[config.mk]
export PLATFORM = sky130hd
export DESIGN_NAME = sequencia_arb
export DESIGN_NICKNAME = d
export VERILOG_FILES = /design/src/rtl/sequencia_pkg.sv /design/src/rtl/sequencia_arb_rr2.sv /design/src/rtl/sequencia_arb.sv
export SDC_FILE = /design/constraint.sdc
export NUM_CORES = 1
export LEC_CHECK = 0
export CORE_MARGIN = 1.5
export CORE_UTILIZATION = 35
export DETAILED_ROUTE_END_ITERATION = 8
export SYNTH_ARGS = -nofsm -noshare
export SYNTH_HDL_FRONTEND = slang
export SYNTH_HIERARCHICAL = 1
export SYNTH_SLANG_ARGS = --single-unit
[constraint.sdc]
create_clock -name clk -period 4.8 [get_ports clk]
set_clock_uncertainty 0.1 [all_clocks]
set_input_delay 0.96 -clock clk [delete_from_list [all_inputs] [get_ports clk]]
set_output_delay 0.96 -clock clk [all_outputs]
set_load 0.05 [all_outputs]
[src/rtl/sequencia_pkg.sv]
// Shared types and constants for the keypad-sequence arbiter.
package sequencia_pkg;

  typedef enum logic [2:0] {
    S_IDLE,
    S_CLEAR,
    S_ISSUE,
    S_WAIT,
    S_DONE
  } state_t;

  localparam logic [3:0] R_FALSE = 4'b1000;
  localparam logic [3:0] R_ACAO  = 4'b1001;
  localparam logic [3:0] R_HORA  = 4'b1010;
  localparam logic [3:0] R_TMO   = 4'b1110;
  localparam logic [3:0] R_OVF   = 4'b1111;

  localparam int unsigned TERM_BIT = 3;

  localparam logic ID_A = 1'b0;
  localparam logic ID_B = 1'b1;

endpackage

[src/rtl/sequencia_arb_rr2.sv]
// Two-input round-robin pick: a lone requester wins, a tie goes to the one not granted last.
module arb_rr2
  import sequencia_pkg::*;
(
  input  logic req_a,
  input  logic req_b,
  input  logic last_grant,
  output logic grant_valid,
  output logic grant_id
);

  always_comb begin
    grant_valid = req_a | req_b;
    if (req_a && req_b) grant_id = ~last_grant;
    else if (req_b)     grant_id = ID_B;
    else                grant_id = ID_A;
  end

endmodule

[src/rtl/sequencia_arb.sv]
// Shares one digit-sequence recognizer between keypad requesters A and B,
// one whole session at a time, with timeout and length-overflow aborts.
module sequencia_arb
  import sequencia_pkg::*;
#(
  parameter int unsigned TIMEOUT_CYC = 255,
  parameter int unsigned TW          = 8,
  parameter int unsigned MAX_SYMS    = 8
) (
  input  logic       clk,
  input  logic       res,
  input  logic       a_valid,
  input  logic [6:0] a_sym,
  output logic       a_ready,
  output logic       a_done,
  output logic [3:0] a_result,
  input  logic       b_valid,
  input  logic [6:0] b_sym,
  output logic       b_ready,
  output logic       b_done,
  output logic [3:0] b_result,
  output logic [6:0] rec_sym,
  output logic       rec_ctrl,
  output logic       rec_clr,
  input  logic [3:0] rec_state
);

  localparam logic [TW-1:0] TMO_LAST = TW'(TIMEOUT_CYC - 1);
  localparam logic [3:0]    SYM_MAX  = 4'(MAX_SYMS);

  state_t        state, state_nx;
  logic          owner, owner_nx;
  logic          last_grant, last_grant_nx;
  logic          wait_ph, wait_ph_nx;
  logic [3:0]    sym_cnt, sym_cnt_nx;
  logic [TW-1:0] tmo_cnt, tmo_cnt_nx;
  logic [6:0]    rec_sym_nx;
  logic          ctrl_nx, clr_nx;
  logic          fin;
  logic [3:0]    fin_res;
  logic          grant_valid, grant_id;
  logic          own_valid;
  logic [6:0]    own_sym;

  arb_rr2 u_rr (
    .req_a       (a_valid),
    .req_b       (b_valid),
    .last_grant  (last_grant),
    .grant_valid (grant_valid),
    .grant_id    (grant_id)
  );

  assign own_valid = (owner == ID_B) ? b_valid : a_valid;
  assign own_sym   = (owner == ID_B) ? b_sym   : a_sym;
  assign a_ready   = (state == S_ISSUE) && (owner == ID_A);
  assign b_ready   = (state == S_ISSUE) && (owner == ID_B);

  always_comb begin
    state_nx      = state;
    owner_nx      = owner;
    last_grant_nx = last_grant;
    wait_ph_nx    = wait_ph;
    sym_cnt_nx    = sym_cnt;
    tmo_cnt_nx    = tmo_cnt;
    rec_sym_nx    = rec_sym;
    ctrl_nx       = 1'b0;
    fin           = 1'b0;
    fin_res       = '0;
    unique case (state)
      S_IDLE: begin
        if (grant_valid) begin
          owner_nx = grant_id;
          state_nx = S_CLEAR;
        end
      end
      S_CLEAR: begin
        sym_cnt_nx = '0;
        tmo_cnt_nx = '0;
        state_nx   = S_ISSUE;
      end
      S_ISSUE: begin
        if (own_valid) begin
          rec_sym_nx = own_sym;
          ctrl_nx    = 1'b1;
          sym_cnt_nx = sym_cnt + 4'd1;
          tmo_cnt_nx = '0;
          wait_ph_nx = 1'b0;
          state_nx   = S_WAIT;
        end else if (tmo_cnt == TMO_LAST) begin
          fin      = 1'b1;
          fin_res  = R_TMO;
          state_nx = S_DONE;
        end else begin
          tmo_cnt_nx = tmo_cnt + 1'b1;
        end
      end
      S_WAIT: begin
        // First cycle carries the strobe; the recognizer answers in the second.
        if (!wait_ph) begin
          wait_ph_nx = 1'b1;
        end else if (rec_state[TERM_BIT]) begin
          fin      = 1'b1;
          fin_res  = rec_state;
          state_nx = S_DONE;
        end else if (sym_cnt == SYM_MAX) begin
          fin      = 1'b1;
          fin_res  = R_OVF;
          state_nx = S_DONE;
        end else begin
          state_nx = S_ISSUE;
        end
      end
      S_DONE: begin
        last_grant_nx = owner;
        state_nx      = S_IDLE;
      end
      default: state_nx = S_IDLE;
    endcase
    clr_nx = (state_nx == S_CLEAR) || (state_nx == S_DONE);
  end

  always_ff @(posedge clk or negedge res) begin
    if (!res) begin
      state      <= S_IDLE;
      owner      <= ID_A;
      last_grant <= ID_B;
      wait_ph    <= 1'b0;
      sym_cnt    <= '0;
      tmo_cnt    <= '0;
      rec_sym    <= '0;
      rec_ctrl   <= 1'b0;
      rec_clr    <= 1'b0;
      a_done     <= 1'b0;
      b_done     <= 1'b0;
      a_result   <= '0;
      b_result   <= '0;
    end else begin
      state      <= state_nx;
      owner      <= owner_nx;
      last_grant <= last_grant_nx;
      wait_ph    <= wait_ph_nx;
      sym_cnt    <= sym_cnt_nx;
      tmo_cnt    <= tmo_cnt_nx;
      rec_sym    <= rec_sym_nx;
      rec_ctrl   <= ctrl_nx;
      rec_clr    <= clr_nx;
      a_done     <= fin && (owner == ID_A);
      b_done     <= fin && (owner == ID_B);
      if (fin && (owner == ID_A)) a_result <= fin_res;
      if (fin && (owner == ID_B)) b_result <= fin_res;
    end
  end

endmodule

* Word-level counts from Yosys, hierarchy flattened *
Index checks and enable logic that the tools add are counted.

operators by class
  muxes and demuxes = 32
  bitwise operators = 3
  eq/ne operators = 10
  reductions and logical operators = 14
  $add $sub $neg = 2

operators by type and width
  operator               number
  $mux W4                6
  $mux W3                6
  $mux W8                2
  $pmux W4 S2            2
  $pmux W8 S2            1
  $pmux W3 S4            1
  $mux W1                11
  $reduce_and A2 Y1      5
  $add A8 B1 Y8 const B  1
  $eq A8 B8 Y1 const B   1
  $mux W7                1
  $eq A3 B1 Y1 const B   2
  $eq A3 B2 Y1 const B   2
  $eq A3 B3 Y1 const B   2
  $logic_and A1 B1 Y1    5
  $add A4 B1 Y4 const B  1
  $eq A4 B4 Y1 const B   1
  $pmux W1 S2            2
  $reduce_bool A2 Y1     2
  $logic_not A3 Y1       1
  $ne A3 B3 Y1 const B   1
  $ne A2 B2 Y1 const B   1
  $not A1 Y1             2
  $logic_or A1 B1 Y1     1
  $or A1 B1 Y1           1

storage, ports and cells
  input bits = 22
  register bits after elaboration = 37

* Longest topological paths before layout *
  depth in word-level cells = 7
  depth in mapped cells = 6
  gate-level depth less buffers = 6

* By module *
Netlist, hierarchy kept.

by module, submodules not included
  module         instances  area an instance (um^2)  cells an instance
  sequencia_arb  1          1778.0                   173
  arb_rr2        1          13.8                     2

* Worst setup path before layout *
Ideal clock, no wire load.

  kind = reg2out
  from = register state[2]
  to = output a_ready
  slack = 2101 ps
  required time = 3740 ps
  arrival time = 1639 ps
  buffers on the path = 2
  cell stages (with the launch flop) = 5
  cell sequence = dfrtp_1 > buf_6 > or3b_1 > buf_2 > nor2_1

on the way
  longest elaborated chain between the ends = 2

ends and longest elaborated chain
  item                    RTL line              text
  start, declared         sequencia_arb.sv:31   state_t state, state_nx;
  start signal, assigned  sequencia_arb.sv:138  state <= state_nx;
  $eq A3 B2 Y1            sequencia_arb.sv:55   assign a_ready = (state == S_ISSUE) && (owner == ID_A);
  $logic_and A1 B1 Y1     sequencia_arb.sv:55
  end, declared           sequencia_arb.sv:14   output logic a_ready,

No other way between the ends.

* Final worst setup path *
  from = register owner
  to = output b_ready

on the way
  longest elaborated chain between the ends = 1

ends and longest elaborated chain
  item                    RTL line              text
  start, declared         sequencia_arb.sv:32   logic owner, owner_nx;
  start signal, assigned  sequencia_arb.sv:139  owner <= owner_nx;
  $logic_and A1 B1 Y1     sequencia_arb.sv:56   assign b_ready = (state == S_ISSUE) && (owner == ID_B);
  end, declared           sequencia_arb.sv:19   output logic b_ready,

No other way between the ends.

==> impl_metrics.py <==
metrics = {
    "route": {
        "dr.first_iter.drc_count": 89,
        "antenna_left": 0,
        "firstDrtPassIters": 4,
        "drc": 0,
        "via_count": 1391,
        "via_per_inst": 4.88,
        "drt_wl_total_um": 3870,
        "wl_per_cell_um": 13.6,
    },
    "clock_tree": {
        "cts_hold_buf": 0,
        "cts_root_buffer": "clkbuf_8",
        "clk_pin_slew_ns": 0.07,
        "cts-htree-levels": 2,
        "post_cts_resized": 0,
        "post_cts_buffers": 0,
        "clkSinkCount": 37,
        "cts_tree": "yes",
        "cts_buffer_depth": 2,
        "clk_latency_ns": 0.29,
        "numCtsBuffers": 5,
    },
    "worst_setup_path": {
        "cpMaxStageDelayCell": "clkdlybuf4s50_1",
        "end_kind": "output pin",
        "crit_path_end": "b_ready",
        "critical_path.startpoint_type": "flop",
        "path_cells": "inv_1, nor2_1, clkdlybuf4s50_1",
        "rr_startpoint": "owner",
        "critPathLaunch": "owner",
        "required_ns": 3.74,
        "rr_worst_depth": 4,
        "cp_max_fo": 16,
        "critical_path_class": "reg -> out",
        "worstReg2RegEnd": "rec_clr",
        "slowest_delay_ns": 0.81,
        "r2r_slack_ns": 2.25,
        "arrival_ns": 2.29,
    },
    "floorplan": {
        "core_mm2": 0.00482,
        "die_x_um": 74.6,
        "ios": 43,
        "num_rows": 25,
        "die_area_mm2": 0.00556,
        "initial_utilization_pct": 37.2,
        "fp.dieH_um": 74.6,
    },
    "final_layout": {
        "antennaDiodeCount": 0,
        "nNetsFinal": 243,
        "synthToLayoutAreaGrowth_pct": 31.3,
        "num-fill-cells": 467,
        "drive_above_1_share_pct": 6.88,
    },
    "power": {
        "p_sw_share_pct": 46.0,
        "powerDensity_mw_per_mm2": 656,
        "p_comb_share_pct": 50.1,
        "ir_drop_mv": 0.258,
        "power.leakage_nw": 1.07,
        "power.share.clock_pct": 15.7,
        "power_mw": 1.54,
        "p_seq_share_pct": 34.2,
        "p_switching_mw": 0.710,
        "p_int_mw": 0.833,
    },
    "synthesis": {
        "synth_seq_cells": 37,
        "yosysTopAreaCellShare_pct": 50.3,
        "synth_area_leaders": "dfrtp_1, mux2i_1, nand2_1, o21ai_0, ha_1",
        "avgSynthCellArea_um2": 10.2,
        "yosysTopAreaCell": "dfrtp_1",
        "synth_fp_nets": 201,
        "yosys_warnings": 6,
        "yosysSeqAreaShare_pct": 51.7,
        "syn_area_mm2": 0.00179,
        "postSynthCellCount": 175,
        "synth_cell_type_count": 45,
    },
    "global_routing": {
        "grt_max_degree": 38,
        "grt_usage_pct": 15.3,
        "grt_pass1_vias": 1351,
        "grt_pass1_wl_um": 6330,
        "antenna_found_initial": 0,
        "grt-ovfl-total": 0,
    },
    "timing": {
        "drv_slew": 0,
        "finalCriticalPeriod_ns": 3.35,
        "slew_headroom_pct": 43.3,
        "rsz0062_at_grt": "false",
        "hold_viol": 0,
        "worstMarginPinSlew_ns": 0.851,
        "setup_viol": 0,
        "tns_ns": 0,
        "finalCritPeriodShare_pct": 69.8,
        "max_freq_ghz": 0.299,
    },
    "placement": {
        "place.gp.congestion": 0.796,
        "portBuffers": 42,
        "dp_hpwl_um": 2840,
    },
    "min_path": {
        "hold_path_class": "reg -> reg",
        "holdPathStages": 1,
    },
    "job": {
        "maxCapViolations": 0,
    },
    "outcome": {
        "status": "completed",
    },
}
Yosys cell counts (all sizes together):
cell type and count:
buf 4, nand4 1, o311ai 1, a221o 1
and2 2, nand2 19, a221oi 1, mux2 2
a32o 2, nor2 12, or2b 3, xor2 2
dfstp 1, clkbuf 3, nand3 9, a31oi 1
a22oi 4, nand2b 2, nor4 1, or2 1
a211oi 1, ha 4, dfrtp 36, o2bb2ai 1
a21oi 4, a211o 1, nor3 4, o211ai 1
a21o 1, a22o 2, or3 2, and3 1
o311a 1, xnor2 2, a21boi 1, o21ai 14
nor3b 1, nand3b 2, nand4b 1, inv 13
or3b 1, mux2i 9
through the flow:
| stage | instance area [um2] | worst slack (ns) | instances | hold WS [ns] | utilization (%) |
|---|---|---|---|---|---|
| after global placement | 2250 | 1.75 | 277 | 0.348 | 46.7 |
| after detailed placement | 2250 | 1.74 | 277 | 0.354 | 46.7 |
| final | 2350 | 1.45 | 285 | 0.362 | 48.8 |
| after CTS | 2350 | 1.44 | 285 | 0.371 | 48.8 |
| after global routing | 2350 | 1.29 | 285 | 0.397 | 48.8 |
| after floorplan | 1790 | 2.10 | 175 | 0.357 | - |
state kept, by name (all words and copies together) (netlist names), 3 cells and up:
name,count
rec_sym,7
b_result,4
a_result,4
tmo_cnt,8
state,3
sym_cnt,4
layout by cell type (no fill, tap or decap), types with 2 or more instances in the layout:
master | synthesis | layout
nand3_1 | 9 | 9
o21ai_0 | 12 | 12
mux2i_1 | 9 | 9
a32o_1 | 2 | 2
a22oi_1 | 4 | 4
mux2_2 | 2 | 2
clkdlybuf4s50_1 | 0 | 41
or2b_1 | 3 | 3
and2_1 | 2 | 2
clkbuf_8 | 0 | 7
xnor2_1 | 2 | 2
or3_1 | 2 | 2
ha_1 | 4 | 4
nand2b_1 | 2 | 2
a22o_1 | 2 | 2
nand2_1 | 19 | 19
a21oi_1 | 4 | 4
nand3b_1 | 2 | 2
xor2_1 | 2 | 2
o21ai_2 | 2 | 2
nor3_1 | 4 | 4
nor2_1 | 12 | 12
dfrtp_1 | 36 | 36
inv_1 | 13 | 13
worst min path at each step:
stage                startpoint           to  slack [ns]
finish              a_result[3]  a_result[3]        0.36
global route        b_result[3]  b_result[3]        0.40
CTS                 a_result[3]  a_result[3]        0.37
detailed placement  a_result[3]  a_result[3]        0.35
global placement    a_result[3]  a_result[3]        0.35
floorplan            last_grant   last_grant        0.36
cells by family after synthesis:
kind of cell | count (synthesis) | synth area share (%)
xor gates and xnor gates | 4 | 1.96
and+or+nand+nor | 62 | 17.9
adders and majority gates | 4 | 2.79
muxes | 11 | 6.29
DFF | 37 | 51.7
AOI/OAI and AO/OA | 37 | 14.3
buffers and inverters | 20 | 4.96
layer usage:
metal	share of wire, %	GRT usage [%]	vias up	routed length (um)
met4	2.3	8.69	0	88
met1	46	19.5	651	1780
met5	0	0	-	0
met2	47	23.8	35	1840
met3	4.4	3.66	8	172
li1	-	-	697	-
critical path, delay by kind of cell (launching register included):
kind,cells,cell delay (ns)
buf+inv,2,1.06
flops,1,0.78
simple gates,1,0.16
area by class of cell:
type                            instances  area (um2)  area share [%]
Tap cell                               67        83.8            3.56
Timing Repair Buffer                   42         415            17.7
Sequential cell                        37         927            39.4
Clock inverter                          1        5.00           0.213
Inverter                               13        48.8            2.07
Multi-Input combinational cell        118         776            33.0
Clock buffer                            7        96.3            4.10
power by group through the flow:
stage	clock [mW]	sequential, mW	combinational (mW)
global placement	0	0.534	0.774
finish	0.243	0.528	0.772
floorplan	0	0.726	0.346
CTS	0.248	0.530	0.779
global route	0.261	0.546	0.832
detailed placement	0	0.534	0.776
Power figures use the tool's default switching activity.
